### src/rtl/stopwatch_pkg.sv
// Shared types and button map for the stopwatch control slice.
// Holds the FSM state encoding and the fixed button bit positions.
package stopwatch_pkg;

    typedef enum logic [1:0] {
        IDLE     = 2'b00,
        RUNNING  = 2'b01,
        PAUSED   = 2'b10,
        LAP_VIEW = 2'b11
    } sw_state_t;

    localparam int BTN_START = 0;
    localparam int BTN_STOP  = 1;
    localparam int BTN_LAP   = 2;
    localparam int BTN_CLEAR = 3;
    localparam int BTN_MODE  = 4;

endpackage

### src/rtl/stopwatch_ctrl_fsm_long_press_detect.sv
// Long-press detector: counts cycles a level is held while enabled.
// Ports: clk, rst, enable, level in; fire out (one cycle per hold).
module long_press_detect #(
    parameter int CYCLES = 100000000
) (
    input  logic clk,
    input  logic rst,
    input  logic enable,
    input  logic level,
    output logic fire
);

    localparam int W = $clog2(CYCLES);
    localparam logic [W-1:0] LAST = W'(CYCLES - 1);

    logic [W-1:0] hold_cnt;
    logic         done;
    logic         active;

    assign active = enable & level;
    // done blocks a re-fire while the counter sits saturated at LAST
    assign fire = active & ~done & (hold_cnt == LAST);

    always_ff @(posedge clk or posedge rst) begin
        if (rst) begin
            hold_cnt <= '0;
            done     <= 1'b0;
        end else if (!active) begin
            hold_cnt <= '0;
            done     <= 1'b0;
        end else begin
            if (hold_cnt != LAST)
                hold_cnt <= hold_cnt + 1'b1;
            if (fire)
                done <= 1'b1;
        end
    end

endmodule

### src/rtl/stopwatch_ctrl_fsm.sv
// Stopwatch control FSM: press detection, arbitration, lap timer.
// Ports: clk, rst, btn_level in; run_en, clear_pulse, lap_latch, disp_freeze, mode, state out.
module stopwatch_ctrl_fsm
    import stopwatch_pkg::*;
#(
    parameter int NUM_BTN           = 5,
    parameter int LAP_HOLD_CYCLES   = 100000000,
    parameter int LONG_PRESS_CYCLES = 100000000
) (
    input  logic               clk,
    input  logic               rst,
    input  logic [NUM_BTN-1:0] btn_level,
    output logic               run_en,
    output logic               clear_pulse,
    output logic               lap_latch,
    output logic               disp_freeze,
    output logic               mode,
    output sw_state_t          state
);

    localparam int LAP_W = $clog2(LAP_HOLD_CYCLES);
    localparam logic [LAP_W-1:0] LAP_LAST = LAP_W'(LAP_HOLD_CYCLES - 1);

    logic [NUM_BTN-1:0] btn_q;
    logic [NUM_BTN-1:0] ev;
    logic [LAP_W-1:0]   lap_cnt;
    logic               win_stop;
    logic               win_start;
    logic               win_lap;
    logic               clr_fire;
    logic               clr_enable;

    assign ev = btn_level & ~btn_q;

    // STOP > START > LAP; a losing event is dropped outright
    assign win_stop  = ev[BTN_STOP];
    assign win_start = ev[BTN_START] & ~ev[BTN_STOP];
    assign win_lap   = ev[BTN_LAP] & ~ev[BTN_STOP] & ~ev[BTN_START];

    assign clr_enable = (state == IDLE) || (state == PAUSED);

    long_press_detect #(
        .CYCLES (LONG_PRESS_CYCLES)
    ) u_clear_hold (
        .clk    (clk),
        .rst    (rst),
        .enable (clr_enable),
        .level  (btn_level[BTN_CLEAR]),
        .fire   (clr_fire)
    );

    always_ff @(posedge clk or posedge rst) begin
        if (rst) begin
            state       <= IDLE;
            run_en      <= 1'b0;
            clear_pulse <= 1'b0;
            lap_latch   <= 1'b0;
            disp_freeze <= 1'b0;
            mode        <= 1'b0;
            lap_cnt     <= '0;
            // all ones: a button held through reset needs a fresh press
            btn_q       <= '1;
        end else begin
            btn_q       <= btn_level;
            clear_pulse <= 1'b0;
            lap_latch   <= 1'b0;
            mode        <= mode ^ ev[BTN_MODE];
            unique case (state)
                IDLE: begin
                    if (win_start) begin
                        state  <= RUNNING;
                        run_en <= 1'b1;
                    end else if (clr_fire) begin
                        clear_pulse <= 1'b1;
                    end
                end
                RUNNING: begin
                    if (win_stop) begin
                        state  <= PAUSED;
                        run_en <= 1'b0;
                    end else if (win_lap) begin
                        state       <= LAP_VIEW;
                        lap_latch   <= 1'b1;
                        disp_freeze <= 1'b1;
                        lap_cnt     <= LAP_LAST;
                    end
                end
                LAP_VIEW: begin
                    if (win_stop) begin
                        state       <= PAUSED;
                        run_en      <= 1'b0;
                        disp_freeze <= 1'b0;
                    end else if (win_lap) begin
                        lap_latch <= 1'b1;
                        lap_cnt   <= LAP_LAST;
                    end else if (lap_cnt == '0) begin
                        state       <= RUNNING;
                        disp_freeze <= 1'b0;
                    end else begin
                        lap_cnt <= lap_cnt - 1'b1;
                    end
                end
                PAUSED: begin
                    if (win_start) begin
                        state  <= RUNNING;
                        run_en <= 1'b1;
                    end else if (clr_fire) begin
                        clear_pulse <= 1'b1;
                        state       <= IDLE;
                    end
                end
            endcase
        end
    end

endmodule
### config.mk
export PLATFORM = sky130hd
export DESIGN_NAME = stopwatch_ctrl_fsm
export DESIGN_NICKNAME = d
export VERILOG_FILES = /design/src/rtl/stopwatch_pkg.sv /design/src/rtl/stopwatch_ctrl_fsm_long_press_detect.sv /design/src/rtl/stopwatch_ctrl_fsm.sv
export SDC_FILE = /design/constraint.sdc
export NUM_CORES = 1
export LEC_CHECK = 0
export CORE_MARGIN = 2
export CORE_UTILIZATION = 48
export DETAILED_ROUTE_END_ITERATION = 7
export PLACE_DENSITY = 0.68
export SYNTH_ARGS = -nofsm -noshare
export SYNTH_HDL_FRONTEND = slang
export SYNTH_SLANG_ARGS = --single-unit
export TNS_END_PERCENT = 1
### constraint.sdc
create_clock -name clk -period 2.66 [get_ports clk]
set_input_delay 0.665 -clock clk [delete_from_list [all_inputs] [get_ports clk]]
set_output_delay 0.665 -clock clk [all_outputs]
set_load 0.05 [all_outputs]
### Word-level counts from Yosys, hierarchy flattened

Index checks and enable logic that the tools add are counted.

| word-level totals | value |
|---|---|
| register bits after elaboration | 67 |
| output and inout port bits | 7 |
| word-level logic and storage cells | 86 |

| operators by class | value |
|---|---|
| add/subtract/negate cells | 2 |
| equal/unequal tests | 18 |
| multiplexer cells | 34 |
| bitwise operators | 12 |
| reduce and logical (&&, ||, !) cells | 10 |

Operators with widths:

| operator | number |
|---|---|
| $mux W27 | 7 |
| $pmux W27 S2 | 1 |
| $add A27 B1 Y27 const B | 1 |
| $eq A27 B27 Y1 const B | 1 |
| $logic_not A27 Y1 | 1 |
| $ne A27 B27 Y1 const B | 1 |
| $sub A27 B1 Y27 const B | 1 |
| $mux W2 | 8 |
| $mux W1 | 15 |
| $ne A3 B3 Y1 const B | 5 |
| $reduce_and A5 Y1 | 3 |
| $ne A2 B2 Y1 const B | 6 |
| $pmux W2 S4 | 1 |
| $and A1 B1 Y1 | 6 |
| $and A5 B5 Y5 | 1 |
| $not A5 Y5 | 1 |
| $eq A2 B2 Y1 const B | 2 |
| $ne A2 B1 Y1 const B | 2 |
| $pmux W1 S2 | 2 |
| $reduce_or A2 Y1 | 2 |
| $not A1 Y1 | 3 |
| $eq A2 B1 Y1 const B | 1 |
| $logic_not A2 Y1 | 1 |
| $reduce_and A2 Y1 | 1 |
| other kinds (3) | 3 |

### Logic depth before layout (Yosys ltp)

| depth | value |
|---|---|
| word-level depth | 8 |
| mapped depth | 9 |
| mapped depth without buffers | 7 |

### Cells and area by module

A second synthesis with hierarchy kept.

| second synthesis, totals | value |
|---|---|
| cell total of the unflattened synthesis | 383 |
| area total of the unflattened synthesis | 3573.4 µm² |

By module, submodules not included:

| module | times used | cells each | area each (µm²) | seq. area each (µm²) |
|---|---|---|---|---|
| stopwatch_ctrl_fsm | 1 | 223 | 2063.2 | 955.9 |
| long_press_detect | 1 | 160 | 1510.2 | 700.7 |

### Least setup slack after synthesis

Ideal clock, no wire load.

| timing path | value |
|---|---|
| kind | flip-flop to flip-flop |
| start point | register lap_cnt[8] |
| end point | register lap_cnt[25] |
| library setup time | 0.126 ns |
| arrival | 2.560 ns |
| setup slack | -0.026 ns |
| stages on the path, launching flop included | 7 |
| buffers on the path | 1 |
| clock period less this slack | 2.686 ns |
| cells stage by stage | dfrtp_1 -> or4_4 -> or4_4 -> buf_6 -> nor4_4 -> nor2_2 -> a221o_1 |

| between the ends | value |
|---|---|
| word-level cells in the longest chain between the ends | 5 |
| elaborated cells between the ends (all ways) | 8 |

Ends and longest elaborated chain:

| item | line | text |
|---|---|---|
| start, declared | stopwatch_ctrl_fsm.sv:26 | `logic [LAP_W-1:0] lap_cnt;` |
| start signal, assigned | stopwatch_ctrl_fsm.sv:100 | `lap_cnt <= lap_cnt - 1'b1;` |
| $sub A27 B1 Y27 | stopwatch_ctrl_fsm.sv:100 |  |
| $mux W27 | stopwatch_ctrl_fsm.sv:96 | `end else if (lap_cnt == '0) begin` |
| $mux W27 | stopwatch_ctrl_fsm.sv:93 | `end else if (win_lap) begin` |
| $mux W27 | stopwatch_ctrl_fsm.sv:89 | `if (win_stop) begin` |
| $pmux W27 S2 | stopwatch_ctrl_fsm.sv:68 | `unique case (state)` |

Parallel ways exist; a longest one is shown, timed or not. The select of a mux whose other input is x is not followed.
A chain may end at the register's enable or synchronous reset.

### Worst setup path in the final report

| timing path | value |
|---|---|
| start point | register lap_cnt[8] |
| end point | register lap_cnt[5] |

| between the ends | value |
|---|---|
| word-level cells in the longest chain between the ends | 3 |

Ends and longest elaborated chain:

| item | line |
|---|---|
| $logic_not A27 Y1 | stopwatch_ctrl_fsm.sv:96 |
| $ne A3 B3 Y1 (no source line) | - |
| $reduce_and A5 Y1 (no source line) | - |

No other way between the ends.

==> results.md <==
* Sink Count at 66
* Ys async rst share at 100%
* Vias per cell at roughly 5.7
* Max-cap violation count at 0
* Ant diodes at 0
* Post-synth top area share at between 40% and 50%
* DP Cell Count at just over 500
* Setup slack, reg-to-reg at between 0.09 and 0.1 ns
* Setup Buffers After CTS at 0
* Worst Max-Slew Pin Slew at between 0.5 and 0.6 ns
* RSZ-0062 raised after global routing: no
* Adder-cell share of the synthesized area at 0.709%
* Outcome: finished, final reports clean
* Die width at 89.7 µm
* Final Instance Count excl. Fillers at around 520
* H-tree Lvls at 3
* Peak VDD IR at 0.464 mV
* Fmax at between 300 and 400 MHz
* Post-synth top area cell: dfrtp_1
* Clock Latency Late Sink at between 0.3 and 0.4 ns
* Slowest stage cell, crit path: or4_4
* Synth Area in Compound Gates at between 10% and 20%
* First-pass GRT wire length at around 13000 µm
* Grt ovf at 0
* Data required, critical path at between 2 and 3 ns
* Worst Reg-to-Reg Cells at 5
* DR DRC count at 0
* Clock root buffer: clkbuf_8
* Syn Nets at between 300 and 400
* Hold depth at 1
* Die height at 89.7 µm
* Yosys Warn Count at 0
* Startpoint type of the worst setup path: flip-flop
* Top FF cell, synth: dfrtp_1
* Starting DRT DRC Count at 232
* Final nets at 428
* XOR/XNOR Fraction of Synth Area at 6.70%
* Hold WS at 0.481 ns
* Total GRT Usage at between 20% and 30%
* Post-synthesis mux area share at less than 1%
* Setup violators final at 0
* Drt first pass iters at 4
* Register area share after synthesis at between 40 and 50%
* IO Port Bufs at 13
* Top Ports at 14
* Area contributors post-synth: dfrtp_1, nor2_1, xor2_1
* Antenna-violating nets left at 0
* Post-Synthesis Cell Area at approximately 3500 µm²
* Crit path max fanout at 7
* Worst setup EP type: flip-flop
* Largest net degree at the start of global routing at 67
* Clk slew on worst S/H paths at 0.07 ns
* Endpoint, Worst Hold: mode$_DFF_PP0_
* Critical Path Max Stage Delay at about 0.55 ns
* #FFs+latches synth at 66
* Post-synthesis instance total at between 300 and 400
* Number of buffers created by CTS at 9
* Library cells used by synthesis at between 50 and 60
* Most frequent CP cell: or4_4
* Post-DR wirelength/cell at around 15 µm
* Vias in the first global route at ~2800
* Area growth syn-to-layout at 18.3%
* Arr. time, crit path at 2.79 ns
* Static Leakage at ~0.0017 µW
* Setup Crit Path Kind: reg2reg
* Synth Area in Simple Gates at around a quarter
* Setup tns final at 0 ns
* Avg Cell Area, Syn at slightly above 9 µm²
* Number of synthesized flops with an enable pin at 0
* Fin. max-slew vios at 0
* Reg2Reg Launch Point: lap_cnt[8]$_DFFE_PP0P_
* CTS tree: yes
* Cell family with most CP delay: simple AND/OR/NAND/NOR gates
* Gp weighted congestion at around 0.89
* Starting density of the core at approximately half
* Core Area at about 7200 µm²
* Maximum root-to-sink buffer count at 2
* Via Count at approximately 3000
* Path type of the worst min-delay path: reg2reg
* Period utilisation layout at between 90% and 100%
* Dpl hpwl at roughly 5500 µm
* Worst R2R End: lap_cnt[5]$_DFFE_PP0P_
* Total wire length at 7870 µm
* Critical-path cell list: or4_4 -> or4_4 -> o31a_1 -> or2_2 -> o21a_1
* Worst Min Path Start: mode$_DFF_PP0_
* Top-count cell post-synth: dfrtp_1
* Commonest cells in the netlist: dfrtp_1, nor2_1, nor3_1
* Hold Fails Final Rpt at 0
* Die area at around 8000 µm²
* Worst path bufs/invs at 0
* Final Core Density at 58.2%
* Main combinational cell family by area after synthesis: simple AND/OR/NAND/NOR gates
* Initial antenna violation count at 0
* Max-slew headroom at 65.8%
* Clk_skew at 0.0110 ns
* Tmin final at between 2 and 3 ns
* Share of post-route cells with drive strength above 1 at between 10% and 20%
* Pwr per Cell Area at around 640 nW/µm²
* Core Rows at 31
-- registers in the layout, indices dropped and copies added (netlist names) --
| signal | flops |
|---|---|
| state | 2 |
| clear_pulse | 1 |
| u_clear_hold.done | 1 |
| u_clear_hold.hold_cnt | 27 |
| btn_q | 4 |
| mode | 1 |
| lap_cnt | 27 |
| lap_latch | 1 |
| run_en | 1 |
| disp_freeze | 1 |
-- cell type report --
type | count | area (µm²)
clock buffers | 12 | 155
repair buffers | 45 | 387
multi-input cells | 282 | 1740
well taps | 99 | 124
clock inverters | 4 | 51.3
fillers | 621 | 3000
inverters | 15 | 56.3
flip-flops and latches | 66 | 1660
-- cells in the final DEF (no fill, tap or decap), types with 4 or more instances in the layout --
cell / n
a31oi_1: 10
inv_1: 14
nor2_1: 45
clkdlybuf4s50_1: 13
dfrtp_1: 62
or3_1: 7
and4_1: 4
nand3_1: 16
nor3_1: 23
xor2_1: 15
nor4_1: 15
a21oi_1: 9
and3_1: 5
o31ai_1: 13
o21ai_0: 18
or4_1: 8
nand4_1: 9
or2_2: 5
dfstp_2: 4
nand2_1: 20
clkbuf_8: 11
xnor2_1: 12
nand2b_1: 4
buf_4: 30
-- worst max-delay path by stage --
stage	from	to	cells past startpoint
after floorplan	lap_cnt[8]$_DFFE_PP0P_	lap_cnt[13]$_DFFE_PP0P_	7
after global placement	lap_cnt[8]$_DFFE_PP0P_	lap_cnt[13]$_DFFE_PP0P_	5
after detailed placement	lap_cnt[8]$_DFFE_PP0P_	lap_cnt[13]$_DFFE_PP0P_	5
after CTS	lap_cnt[8]$_DFFE_PP0P_	lap_cnt[13]$_DFFE_PP0P_	5
after global routing	lap_cnt[8]$_DFFE_PP0P_	lap_cnt[19]$_DFFE_PP0P_	5
final	lap_cnt[8]$_DFFE_PP0P_	lap_cnt[5]$_DFFE_PP0P_	5
-- kinds of logic (layout without fill, tap and decap cells) --
logic type               Yosys count  count (layout)
AND/OR/NAND/NOR                  174             174
buffers and inverters             30              76
AO/OA/AOI/OAI                     78              78
flip-flops                        66              66
multiplexers                       1               1
adder cells (fa/ha/maj)            2               2
XOR/XNOR                          27              27
-- layer usage --
metal	part of all wire (%)	vias up	track usage (%)
li1	-	1479	-
met1	50	1432	30.3
met2	43	65	28.7
met3	4.7	16	3.27
met4	2.1	0	10.1
met5	0	-	0
-- report_power, final --
group / internal, µW / total (µW) / switching (µW) / leakage (µW)
clock: 485 / 866 / 381 / 0.000103
combinational: 220 / 561 / 342 / 0.000746
sequential: 1120 / 1220 / 109 / 0.000807
-- per-stage QoR --
step | total power (µW) | instance area, µm² | worst slack, ns
after CTS | 2670 | 4160 | 0.0228
after floorplan | 1580 | 3530 | 0.0296
after global placement | 1790 | 3960 | 0.0708
after global routing | 2780 | 4170 | 0.00845
final | 2650 | 4170 | 0.0994
after detailed placement | 1800 | 3960 | 0.0539
-- what timing repair did --
item	CTS	global route
resized for setup	0	3
endpoints found under the setup margin	0	6
hold buffers	0	0
Power figures use the tool's default switching activity.
